File: src/rtl/io_port_pkg.sv
// io_port_pkg: address map and debounce state encoding shared by the I/O port controller.
package io_port_pkg;
  localparam logic [3:0] ADDR_INP0   = 4'd0;
  localparam logic [3:0] ADDR_INP1   = 4'd1;
  localparam logic [3:0] ADDR_INP2   = 4'd2;
  localparam logic [3:0] ADDR_INP3   = 4'd3;
  localparam logic [3:0] ADDR_OTP0   = 4'd4;
  localparam logic [3:0] ADDR_OTP1   = 4'd5;
  localparam logic [3:0] ADDR_OTP2   = 4'd6;
  localparam logic [3:0] ADDR_OTP3   = 4'd7;
  localparam logic [3:0] ADDR_STATUS = 4'd8;
  localparam logic [3:0] ADDR_MASK   = 4'd9;
  typedef enum logic {IDLE, COUNT} deb_state_e;
endpackage

File: src/rtl/io_debounce.sv
// io_debounce: 2-flop synchroniser plus stability counter that commits a new input word.
module io_debounce
  import io_port_pkg::*;
#(
  parameter int DW         = 32,
  parameter int DEB_CYCLES = 16,
  parameter int CNT_W      = 5
) (
  input  logic          clock,
  input  logic          resetn,
  input  logic [DW-1:0] raw_i,
  output logic [DW-1:0] value_o,
  output logic          commit_o
);
  localparam logic [CNT_W-1:0] LAST = CNT_W'(DEB_CYCLES - 1);
  logic [DW-1:0] meta_q, sync_q, prev_q, value_q, value_d;
  logic [CNT_W-1:0] cnt_q, cnt_d;
  deb_state_e state_q, state_d;
  logic commit;
  always_ff @(posedge clock or negedge resetn) begin
    if (!resetn) begin
      meta_q  <= '0;
      sync_q  <= '0;
      prev_q  <= '0;
      value_q <= '0;
      cnt_q   <= '0;
      state_q <= IDLE;
    end else begin
      meta_q  <= raw_i;
      sync_q  <= meta_q;
      prev_q  <= sync_q;
      value_q <= value_d;
      cnt_q   <= cnt_d;
      state_q <= state_d;
    end
  end
  // prev_q holds last cycle's synced word, so a mismatch in COUNT means the candidate moved
  always_comb begin
    state_d = state_q;
    cnt_d   = cnt_q;
    value_d = value_q;
    commit  = 1'b0;
    if (state_q == IDLE) begin
      state_d = (sync_q != value_q) ? COUNT : IDLE;
      cnt_d   = (sync_q != value_q) ? CNT_W'(1) : '0;
    end else if (sync_q == value_q) begin
      state_d = IDLE;
      cnt_d   = '0;
    end else if (sync_q != prev_q) begin
      cnt_d = CNT_W'(1);
    end else if (cnt_q == LAST) begin
      state_d = IDLE;
      cnt_d   = '0;
      value_d = sync_q;
      commit  = 1'b1;
    end else begin
      cnt_d = cnt_q + CNT_W'(1);
    end
  end
  assign value_o  = value_q;
  assign commit_o = commit;
endmodule

File: src/rtl/io_port_ctrl.sv
// io_port_ctrl: memory-mapped input/output ports with debounced inputs, sticky change flags and maskable irq.
module io_port_ctrl
  import io_port_pkg::*;
#(
  parameter int DW         = 32,
  parameter int DEB_CYCLES = 16,
  parameter int CNT_W      = 5
) (
  input  logic          clock,
  input  logic          resetn,
  input  logic          io_sel,
  input  logic          io_we,
  input  logic [3:0]    io_addr,
  input  logic [DW-1:0] io_wdata,
  output logic [DW-1:0] io_rdata,
  output logic          io_rvalid,
  input  logic [DW-1:0] inp0,
  input  logic [DW-1:0] inp1,
  input  logic [DW-1:0] inp2,
  input  logic [DW-1:0] inp3,
  output logic [DW-1:0] otp0,
  output logic [DW-1:0] otp1,
  output logic [DW-1:0] otp2,
  output logic [DW-1:0] otp3,
  output logic          irq
);
  logic [DW-1:0] inp_raw [4];
  logic [DW-1:0] inp_val [4];
  logic [DW-1:0] otp_q [4];
  logic [DW-1:0] otp_d [4];
  logic [DW-1:0] rdata_q, rdata_d, rmux;
  logic [3:0] commit, chg_q, chg_d, mask_q, mask_d;
  logic rvalid_q, irq_q, wr, rd;
  assign inp_raw = '{inp0, inp1, inp2, inp3};
  for (genvar i = 0; i < 4; i++) begin : g_deb
    io_debounce #(.DW(DW), .DEB_CYCLES(DEB_CYCLES), .CNT_W(CNT_W)) u_deb (
      .clock   (clock),
      .resetn  (resetn),
      .raw_i   (inp_raw[i]),
      .value_o (inp_val[i]),
      .commit_o(commit[i])
    );
  end
  assign wr = io_sel & io_we;
  assign rd = io_sel & ~io_we;
  // a commit landing on the same edge as a W1C keeps its flag set
  always_comb begin
    otp_d = otp_q;
    if (wr && io_addr[3:2] == ADDR_OTP0[3:2]) otp_d[io_addr[1:0]] = io_wdata;
    mask_d  = (wr && io_addr == ADDR_MASK) ? io_wdata[3:0] : mask_q;
    chg_d   = (chg_q & ~((wr && io_addr == ADDR_STATUS) ? io_wdata[3:0] : 4'h0)) | commit;
    rmux    = (io_addr[3:2] == ADDR_INP0[3:2]) ? inp_val[io_addr[1:0]] :
              (io_addr[3:2] == ADDR_OTP0[3:2]) ? otp_q[io_addr[1:0]] :
              (io_addr == ADDR_STATUS)         ? DW'(chg_q) :
              (io_addr == ADDR_MASK)           ? DW'(mask_q) : '0;
    rdata_d = rd ? rmux : rdata_q;
  end
  always_ff @(posedge clock or negedge resetn) begin
    if (!resetn) begin
      otp_q    <= '{default: '0};
      mask_q   <= '0;
      chg_q    <= '0;
      rdata_q  <= '0;
      rvalid_q <= 1'b0;
      irq_q    <= 1'b0;
    end else begin
      otp_q    <= otp_d;
      mask_q   <= mask_d;
      chg_q    <= chg_d;
      rdata_q  <= rdata_d;
      rvalid_q <= rd;
      irq_q    <= |(chg_q & mask_q);
    end
  end
  assign io_rdata  = rdata_q;
  assign io_rvalid = rvalid_q;
  assign irq       = irq_q;
  assign otp0      = otp_q[0];
  assign otp1      = otp_q[1];
  assign otp2      = otp_q[2];
  assign otp3      = otp_q[3];
endmodule

File: config.mk
export PLATFORM = sky130hd
export DESIGN_NAME = io_port_ctrl
export DESIGN_NICKNAME = d
export VERILOG_FILES = /design/src/rtl/io_port_pkg.sv /design/src/rtl/io_debounce.sv /design/src/rtl/io_port_ctrl.sv
export SDC_FILE = /design/constraint.sdc
export NUM_CORES = 1
export LEC_CHECK = 0
export CAP_MARGIN = 5
export CORE_UTILIZATION = 59
export DETAILED_ROUTE_END_ITERATION = 8
export DONT_BUFFER_PORTS = 1
export PLACE_DENSITY = 0.75
export SLEW_MARGIN = 0
export SYNTH_ARGS = -nofsm -noshare
export SYNTH_HDL_FRONTEND = slang
export SYNTH_SLANG_ARGS = --single-unit
File: constraint.sdc
create_clock -name clock -period 4.4 [get_ports clock]
set_input_delay 0.44 -clock clock [delete_from_list [all_inputs] [get_ports clock]]
set_output_delay 0.44 -clock clock [all_outputs]
set_load 0.02 [all_outputs]
[Word level (Yosys, flattened, before mapping)]
Index checks and enable logic that the tools add are counted.
Word-level totals
  logic and storage cells: 154
  bits of input ports: 168
  flip-flop bits (word level): 706
  output and inout port bits: 162
Operators by class
  multiplexer cells: 70
  magnitude comparators: 2
  $add $sub $neg: 4
  reduce and logical (&&, ||, !) cells: 10
  equal/unequal tests: 19
  bitwise gates (word level): 16
Operator list (count)
  != test 32 bit: 8
  two-way mux 32 bit: 7
  binary-select mux 32 bit (select 2 bit): 2
  bitwise mux 128 bit: 1
  equality test 32 bit: 4
  two-way mux 5 bit: 16
  demux 32 bit (select 2 bit): 1
  two-way mux 1 bit: 40
  adder 5 x 1 -> 5 bit, second input constant: 4
  equality test 5 x 4 -> 1 bit, second input constant: 4
  AND reduction 4 bit: 4
  two-way mux 4 bit: 3
  NOT 1 bit: 9
  bitwise AND 4 bit: 2
  equality test 4 bit, second input constant: 2
  logical AND 1 bit: 4
  NOT 4 bit: 1
  bitwise OR 4 bit: 1
  OR reduction 4 bit: 1
  greater-or-equal comparator 3 bit, second input constant: 1
  < comparator 3 x 1 -> 1 bit, second input constant: 1
  NOT 2 -> 3 bit: 1
  bitwise AND 1 bit: 2
  equality test 2 x 1 -> 1 bit, second input constant: 1
  zero test 2 bit: 1

[Longest topological paths before layout]
Gate-level depths: netlist of run 1.
  word-level depth: 6
  depth in mapped cells: 8
  gate-level depth less buffers: 6

[Modules after synthesis]
A second synthesis of run 1 with hierarchy kept.
Unflattened totals
  cell total of the unflattened synthesis: 1761
  area total of the unflattened synthesis: 27113.5 um2
Modules (own cells, without submodules)
  io_debounce: times used 4, sequential area each 3353.2 um2, area each 4588.2 um2, cells an instance 276
  io_port_ctrl: times used 1, sequential area each 4254.1 um2, area each 8760.9 um2, cells an instance 657

[Worst setup path before layout of run 1]
OpenSTA, ideal clock, no wires.
  path type: register to register
  start point: register g_deb[3].u_deb.sync_q[3]
  end point: register g_deb[3].u_deb.value_q[10]
  library setup time: 125 ps
  buffers on the path: 2
  stages on the path, launching flop included: 9
  path slack: 2132 ps
  clock period less this slack: 2268 ps
  data arrival time: 2142 ps
  required time: 4275 ps
  cells stage by stage: dfrtp_1 -> xnor2_1 -> nand4_1 -> or4_1 -> nor4_1 -> and3b_1 -> buf_6 -> buf_12 -> mux2_4
Between the ends
  longest elaborated chain between the ends: 3
  elaborated cells between the ends (all ways): 5
  classes of those cells: eq/ne: 2; bitwise: 2; reduce/logical: 1
Ends and longest elaborated chain
  start: declaration: line io_debounce.sv:16  | logic [DW-1:0] meta_q, sync_q, prev_q, value_q, value_d;
  start signal: assignment: line io_debounce.sv:30  | sync_q <= meta_q;
  equality test 32 bit or != test 32 bit (tied branches): line io_debounce.sv:46, io_debounce.sv:49
  NOT 1 bit (no source line)
  AND reduction 4 bit (no source line) *
  end signal: assignment: line io_debounce.sv:32  | value_q <= value_d;
  end: declaration: line io_debounce.sv:16
Every way passes the cells marked *; elsewhere a longest branch is shown, timed or not.
A chain may end at the register's enable or synchronous reset.

[Worst setup path after layout of run 1]
  start point: register g_deb[3].u_deb.sync_q[0]
  end point: register g_deb[3].u_deb.value_q[31]
Same word-level chain as after synthesis.

==> results.py, run 1 <==
metrics = {
    "routing": {
        "ant_nets": 0,
        "num_vias": 14200,
        "wirelength_um": 62600,
        "route.detailed.drc": 0,
        "drt_iter0_drc": 1177,
        "wire_per_inst_um": 25.4,
        "vias_per_cell": 5.78,
        "first_pass_iters": 5,
    },
    "floorplanning": {
        "dieWidth_um": 215,
        "die_area_sq_um": 46100,
        "core_sq_um": 44400,
        "rows": 77,
        "initial_core_util": 0.601,
        "num_io_pins": 330,
        "die_h_um": 215,
    },
    "critical_path": {
        "critical-path-top-delay-family": "simple AND/OR/NAND/NOR gates",
        "worstReg2RegEnd": "g_deb[3].u_deb.value_o[31]$_DFFE_PN0P_",
        "critical-path-slowest-cell": "and3b_2",
        "critPathMaxFanout": 33,
        "critPathBufInv": 0,
        "crit_path_end_kind": "register",
        "arrival_ns": 3.52,
        "rr_startpoint": "g_deb[3].u_deb.sync_q[0]$_DFF_PN0_",
        "crit_chain": "xnor2_1, nand4_1, or4_1, nor4_1, and3b_2, mux2_2",
        "path_depth": 6,
        "cpPeakStageDelay_ns": 0.93,
        "crit_path_start": "g_deb[3].u_deb.sync_q[0]$_DFF_PN0_",
        "r2r_slack_ns": 1.36,
        "critPathKind": "register to register",
        "crit_end": "g_deb[3].u_deb.value_o[31]$_DFFE_PN0P_",
        "start_kind": "register",
        "cp_data_required_time_ns": 4.88,
        "reg2reg_depth": 6,
    },
    "cells_and_area": {
        "drive_above_1_share": 0.241,
        "synthToLayoutAreaGrowth_pct": 16.5,
        "fin_cells": 2463,
        "nets": 1992,
        "finalCoreUtilization": 0.700,
    },
    "run_status": {
        "status": "finished, violations left",
        "violations": "negative hold slack, max-slew violations",
    },
    "clock_tree": {
        "clock_latency_ns": 0.61,
        "clk_transition_reported_paths_ns": 0.06,
        "cts_root_buffer": "clkbuf_16",
        "cts-buffers-inserted": 71,
        "clk_path_buf_depth": 3,
        "cts_tree": "built",
        "postCtsHoldBufs": 160,
        "cts_htree_levels": 3,
        "cts.sinks": 706,
    },
    "global_route": {
        "grt_usage": 0.282,
        "grt_pass1_wl_um": 96300,
        "grt_max_degree": 707,
        "grt_pass1_vias": 15100,
        "overflow": 0,
        "antenna_found_initial": 3,
    },
    "sta": {
        "finalCritPeriodShare": 0.692,
        "finalHoldViolations": 303,
        "max_slew_margin": -0.923,
        "min_period_ns": 3.04,
        "fin_skew_ns": 0.0168,
        "finalSetupViolCount": 0,
        "hold_ws_ns": -0.449,
        "rsz0062_at_grt": "no",
        "maxSlewViolCount": 589,
        "tightest_slew_ns": 2.88,
        "max_freq_mhz": 329,
        "finalSetupTns_ns": 0,
    },
    "power_and_ir_drop": {
        "p_leak_nw": 14.2,
        "finalPower_mw": 14.6,
        "peakVddDrop_v": 0.000371,
        "power_density_nw_per_um2": 470,
    },
    "synth": {
        "synth_edf_count": 0,
        "synthFlopType": "dfrtp_1",
        "async_reset_ff_frac": 1.00,
        "yosys_warnings": 0,
        "ys_types": 36,
        "syn_avg_cell_area_sq_um": 16.3,
        "syn-instance-count": 1640,
        "syn_nets": 1812,
        "synth.cell_area_sq_um": 26700,
        "ys_ff_latch": 706,
        "ys_seq_area_frac": 0.662,
    },
    "job": {
        "drv_cap": 0,
    },
    "place": {
        "hpwl_um": 42400,
        "io_buffers": 0,
        "dpl.cell_count": 2179,
        "place.gp.congestion": 0.886,
    },
    "min_path": {
        "hold_path.class": "input pin to async pin",
    },
}
-- report_power, final --
group          internal, mW  switching [mW]  leakage (nW)
Sequential             6.93           0.774          8.77
Clock                  3.71            2.45          1.19
Combinational         0.500           0.244          4.20
Total                  11.1            3.47          14.2
-- cells by family after synthesis --
kind of cell / Yosys count / share of synthesized area
AO/OA/AOI/OAI: 54 / 0.0107
XOR/XNOR: 264 / 0.0867
adder cells (fa/ha/maj): 4 / 0.00188
buffers and inverters: 58 / 0.0144
flip-flops: 706 / 0.662
multiplexers: 360 / 0.185
AND/OR/NAND/NOR: 194 / 0.0387
-- repair_timing --
action / in CTS / in global routing
hold endpoints to repair: 969 / 706
gates resized for setup: 0 / 0
setup buffers: 0 / 0
-- synthesized netlist by cell type (all sizes together), types with 3 or more instances --
library cell / count / area share
dfrtp: 706 / 0.66
mux2: 260 / 0.12
xor2: 222 / 0.073
mux4: 64 / 0.054
nor4: 58 / 0.014
nand2: 48 / 0.0068
xnor2: 42 / 0.014
buf: 39 / 0.012
mux2i: 36 / 0.014
o21ai: 36 / 0.0068
nor2: 24 / 0.0034
clkbuf: 18 / 0.0025
nand4: 17 / 0.0040
nand3: 14 / 0.0026
a21oi: 12 / 0.0023
nor3: 8 / 0.0015
and3b: 5 / 0.0016
or2: 5 / 0.0012
a21o: 4 / 0.0011
ha: 4 / 0.0019
and3: 3 / 0.00070
nor2b: 3 / 0.00070
nor3b: 3 / 0.00084
-- cell type report --
cell class	instances	area [sq um]
antenna	1	2.50
sequential	706	17700
tap	592	741
fill	2877	13300
inverter	1	3.75
clock buffer	96	2030
multi-input combinational	876	8640
clock inverter	27	357
timing repair buffer	164	1630
-- worst min-delay path by stage --
stage	start	to	slack (ns)	cells after the start
4_1_cts	resetn	g_deb[0].u_deb.sync_q[19]$_DFF_PN0_	-0.47	0
5_1_grt	resetn	g_deb[0].u_deb.sync_q[0]$_DFF_PN0_	-0.48	0
3_5_place_dp	resetn	g_deb[0].u_deb.meta_q[0]$_DFF_PN0_	0.17	0
3_3_place_gp	resetn	g_deb[0].u_deb.sync_q[19]$_DFF_PN0_	0.17	0
2_1_floorplan	resetn	chg_q[0]$_DFF_PN0_	0.14	0
6_report	resetn	g_deb[1].u_deb.meta_q[9]$_DFF_PN0_	-0.45	0
-- worst reg2reg max path, cell delays in order, from the launching register on --
cell and delay [ns]:
dfrtp_1 0.44, xnor2_1 0.18, nand4_1 0.12, or4_1 0.57, nor4_1 0.25, and3b_2 0.93, mux2_2 0.44
-- flip-flops by register name (all words and copies together), names as in the netlist --
register and count:
chg_q 4, g_deb.u_deb.cnt_q 20, g_deb.u_deb.meta_q 128, g_deb.u_deb.prev_q 128
g_deb.u_deb.state_q 4, g_deb.u_deb.sync_q 128, g_deb.u_deb.value_o 128, io_rdata 32
io_rvalid 1, irq 1, mask_q 4, otp0 32
otp1 32, otp2 32, otp3 32
-- cells in the final DEF (no fill, tap or decap), types with 2 or more instances in the layout --
cell type / n
a22oi_1: 2
nand2_1: 48
a21o_1: 4
nand4_1: 17
clkinv_2: 13
dlygate4sd3_1: 160
buf_4: 4
and3b_1: 2
mux2_2: 201
a21oi_1: 12
and3_1: 3
bufinv_16: 8
clkbuf_8: 12
inv_6: 4
mux2_4: 58
o21ai_0: 36
ha_1: 4
and2_1: 2
nor4_1: 57
or2_2: 5
clkbuf_1: 11
mux4_2: 64
nor2b_1: 3
xnor2_1: 42
or4_1: 2
and3b_2: 3
clkbuf_16: 73
mux2i_1: 36
xor2_1: 222
nor3b_1: 3
dfrtp_1: 706
nand3_1: 13
nor2_1: 23
nor3_1: 8
-- metal layers --
metal / vias to the layer above / track usage / share of wire
met5: - / 0 / 0.00042
met4: 4 / 0.0914 / 0.030
met3: 111 / 0.0577 / 0.047
met2: 388 / 0.452 / 0.49
met1: 7620 / 0.392 / 0.43
li1: 6108 / - / -
-- per-stage QoR --
stage	cell area (sq um)	worst slack, ns
after global placement	27100	1.44
after detailed placement	27100	1.40
after CTS	31100	1.34
final	31100	1.36
after global routing	31100	1.19
after floorplan	26700	2.13
Power figures use the tool's default switching activity.
==> run 2: changes to the inputs <==
--- a/config.mk
+++ b/config.mk
@@ -6,7 +6,7 @@
 export NUM_CORES = 1
 export LEC_CHECK = 0
 export CAP_MARGIN = 5
-export CORE_UTILIZATION = 59
+export CORE_UTILIZATION = 57
 export DETAILED_ROUTE_END_ITERATION = 8
 export DONT_BUFFER_PORTS = 1
 export PLACE_DENSITY = 0.75
==> constraint.sdc (replaced) <==
create_clock -name clock -period 2.7 [get_ports clock]
set_input_delay 0.27 -clock clock [delete_from_list [all_inputs] [get_ports clock]]
set_output_delay 0.27 -clock clock [all_outputs]
set_load 0.02 [all_outputs]
==> run 2 against run 1 <==
Net effect:
- the run still ends with negative hold slack, max-slew violations left
- clock-buffer cell count increased by 7
- core utilization shrank 1.1 points
- power increased by 65%
- clock power is 67% higher
- global-route usage shrank 0.70 points
- routed wire length up 2.1%
- sequential power increased by 63%
- critical path type unchanged
- largest cell class unchanged
==> results.py, run 2 (synthesis gave the netlist of run 1 again) <==
metrics = {
    "clock_tree": {
        "post_cts.repair.setup_buffers": 0,
        "cts.sinks": 706,
        "clk_path_buf_depth": 3,
        "cts-buffers-inserted": 71,
        "cts_htree_levels": 3,
        "clk_transition_reported_paths_ns": 0.06,
        "cts_root_buffer": "clkbuf_16",
        "cts_tree": "built",
        "postCtsHoldBufs": 164,
        "clock_latency_ns": 0.60,
    },
    "cells_and_area": {
        "mostFrequentLayoutCells": "dfrtp_1 (706), xor2_1 (222), mux2_2 (201), dlygate4sd3_1 (163), clkbuf_16 (75)",
        "nFillCells": 2971,
        "synthToLayoutAreaGrowth_pct": 18.2,
        "nets": 2016,
        "drive_above_1_share": 0.251,
        "mostFrequentLayoutCell": "dfrtp_1",
    },
    "routing": {
        "wirelength_um": 63900,
        "first_pass_iters": 7,
        "wire_per_inst_um": 25.5,
        "num_vias": 14300,
        "drt_iter0_drc": 1202,
        "vias_per_cell": 5.70,
        "ant_nets": 0,
        "route.detailed.drc": 0,
    },
    "place": {
        "io_buffers": 0,
        "place_ws_ns": 0.0456,
        "hpwl_um": 43400,
        "place.gp.congestion": 0.880,
    },
    "global_route": {
        "grt_max_degree": 707,
        "antenna_found_initial": 3,
        "grt_pass1_wl_um": 95500,
        "grt_usage": 0.275,
        "overflow": 0,
        "grt_pass1_vias": 15200,
    },
    "critical_path": {
        "r2r_slack_ns": 0.11,
        "critPathKind": "register to register",
        "critPathMaxFanout": 27,
        "cp_data_required_time_ns": 3.19,
        "crit_path_start": "g_deb[3].u_deb.sync_q[3]$_DFF_PN0_",
        "arrival_ns": 3.08,
        "start_kind": "register",
        "rr_startpoint": "g_deb[3].u_deb.sync_q[3]$_DFF_PN0_",
        "reg2reg_depth": 7,
        "crit_path_end_kind": "register",
    },
    "sta": {
        "finalCritPeriodShare": 0.959,
        "hold_ws_ns": -0.630,
        "max_freq_mhz": 386,
        "rsz0062_at_grt": "no",
        "maxSlewViolCount": 71,
        "min_period_ns": 2.59,
        "tightest_slew_ns": 1.58,
        "finalSetupViolCount": 0,
        "fin_skew_ns": 0.0177,
        "max_slew_margin": -0.0502,
        "finalHoldViolations": 706,
        "finalSetupTns_ns": 0,
        "fin_ws_ns": 0.112,
    },
    "floorplanning": {
        "die_area_sq_um": 47700,
        "core_sq_um": 45800,
        "rows": 78,
        "die_h_um": 218,
        "num_io_pins": 330,
        "initial_core_util": 0.583,
        "dieWidth_um": 218,
    },
    "power_and_ir_drop": {
        "p_leak_nw": 14.3,
        "finalPower_mw": 24.1,
        "power_density_nw_per_um2": 765,
        "peakVddDrop_v": 0.000633,
    },
    "min_path": {
        "hold_path.class": "input pin to async pin",
    },
    "run_status": {
        "status": "finished, violations left",
        "violations": "negative hold slack, max-slew violations",
    },
    "job": {
        "drv_cap": 0,
    },
}
## run 2: cell count changes in the layout (fill, tap and decap cells not counted), sizes merged
cell         change
bufinv           +1
clkbuf           +8
clkinvlp         +2
dlygate4sd3      +3
inv              -2
clkinv           -4
buf             +20
diode            +3
## run 2: per-stage QoR
step           instance area, sq um   util  std cells  hold slack [ns]
4_1_cts                       31500  0.688       2497           -0.646
3_3_place_gp                  27300  0.597       2206        -0.000863
5_1_grt                       31500  0.689       2498           -0.660
6_report                      31500  0.689       2502           -0.630
2_1_floorplan                 26700      -       1640          -0.0256
3_5_place_dp                  27300  0.597       2206          0.00147
## run 2: final timing paths
check / to
min reg2reg: g_deb[2].u_deb.sync_q[3]$_DFF_PN0_
min: g_deb[1].u_deb.meta_q[5]$_DFF_PN0_
max: g_deb[3].u_deb.value_o[31]$_DFFE_PN0P_
min in group clock: io_rdata[3]$_DFFE_PN0P_
max reg2reg: g_deb[3].u_deb.value_o[31]$_DFFE_PN0P_
max in group asynchronous: g_deb[3].u_deb.sync_q[3]$_DFF_PN0_
## run 2: routing by layer
metal  vias up  global-route usage  wire length [um]
met1      7546               0.368             26400
met2       450               0.430             31000
met3       117              0.0714              4080
met4         0               0.113              2310
li1       6153                   -                 -
met5         -                   0                 0
## run 2: critical path: stages, from the launching register on
cell and delay, ns:
dfrtp_1 0.44, xnor2_1 0.21, nand4_1 0.13, or4_1 0.56
nor4_1 0.25, and3b_2 0.26, buf_12 0.23, mux2_2 0.36
## run 2: layout make-up
| class | instances | area (sq um) | share of cell area |
|---|---|---|---|
| Multi-Input combinational cell | 876 | 8660 | 0.275 |
| Antenna cell | 4 | 10.0 | 0.000318 |
| Inverter | 1 | 3.75 | 0.000119 |
| Clock inverter | 24 | 372 | 0.0118 |
| Tap cell | 600 | 751 | 0.0238 |
| Clock buffer | 103 | 2120 | 0.0673 |
| Timing Repair Buffer | 188 | 1940 | 0.0614 |
| Sequential cell | 706 | 17700 | 0.560 |
## run 2: report_power, final
group / internal [mW] / switching (mW) / leakage, nW / total, mW
Sequential: 11.3 / 1.25 / 8.77 / 12.6
Combinational: 0.833 / 0.429 / 4.36 / 1.26
Clock: 6.33 / 3.99 / 1.22 / 10.3
## run 2: repair_timing
action,in CTS,in global routing
resized for setup,0,3
endpoints found under the hold margin,1001,706
setup endpoints to repair,0,65
==> run 3: changes to the inputs <==
==> constraint.sdc (replaced) <==
create_clock -name clock -period 2.7 [get_ports clock]
set_input_delay 0.27 -clock clock [delete_from_list [all_inputs] [get_ports clock]]
set_output_delay 0.27 -clock clock [all_outputs]
set_load 0.01 [all_outputs]
==> results of run 3 <==
The final DEF is identical to that of run 2. Status: finished, violations left: negative hold slack, max-slew violations.
Among the figures that moved: total power 24.1 mW -> 23.8 mW
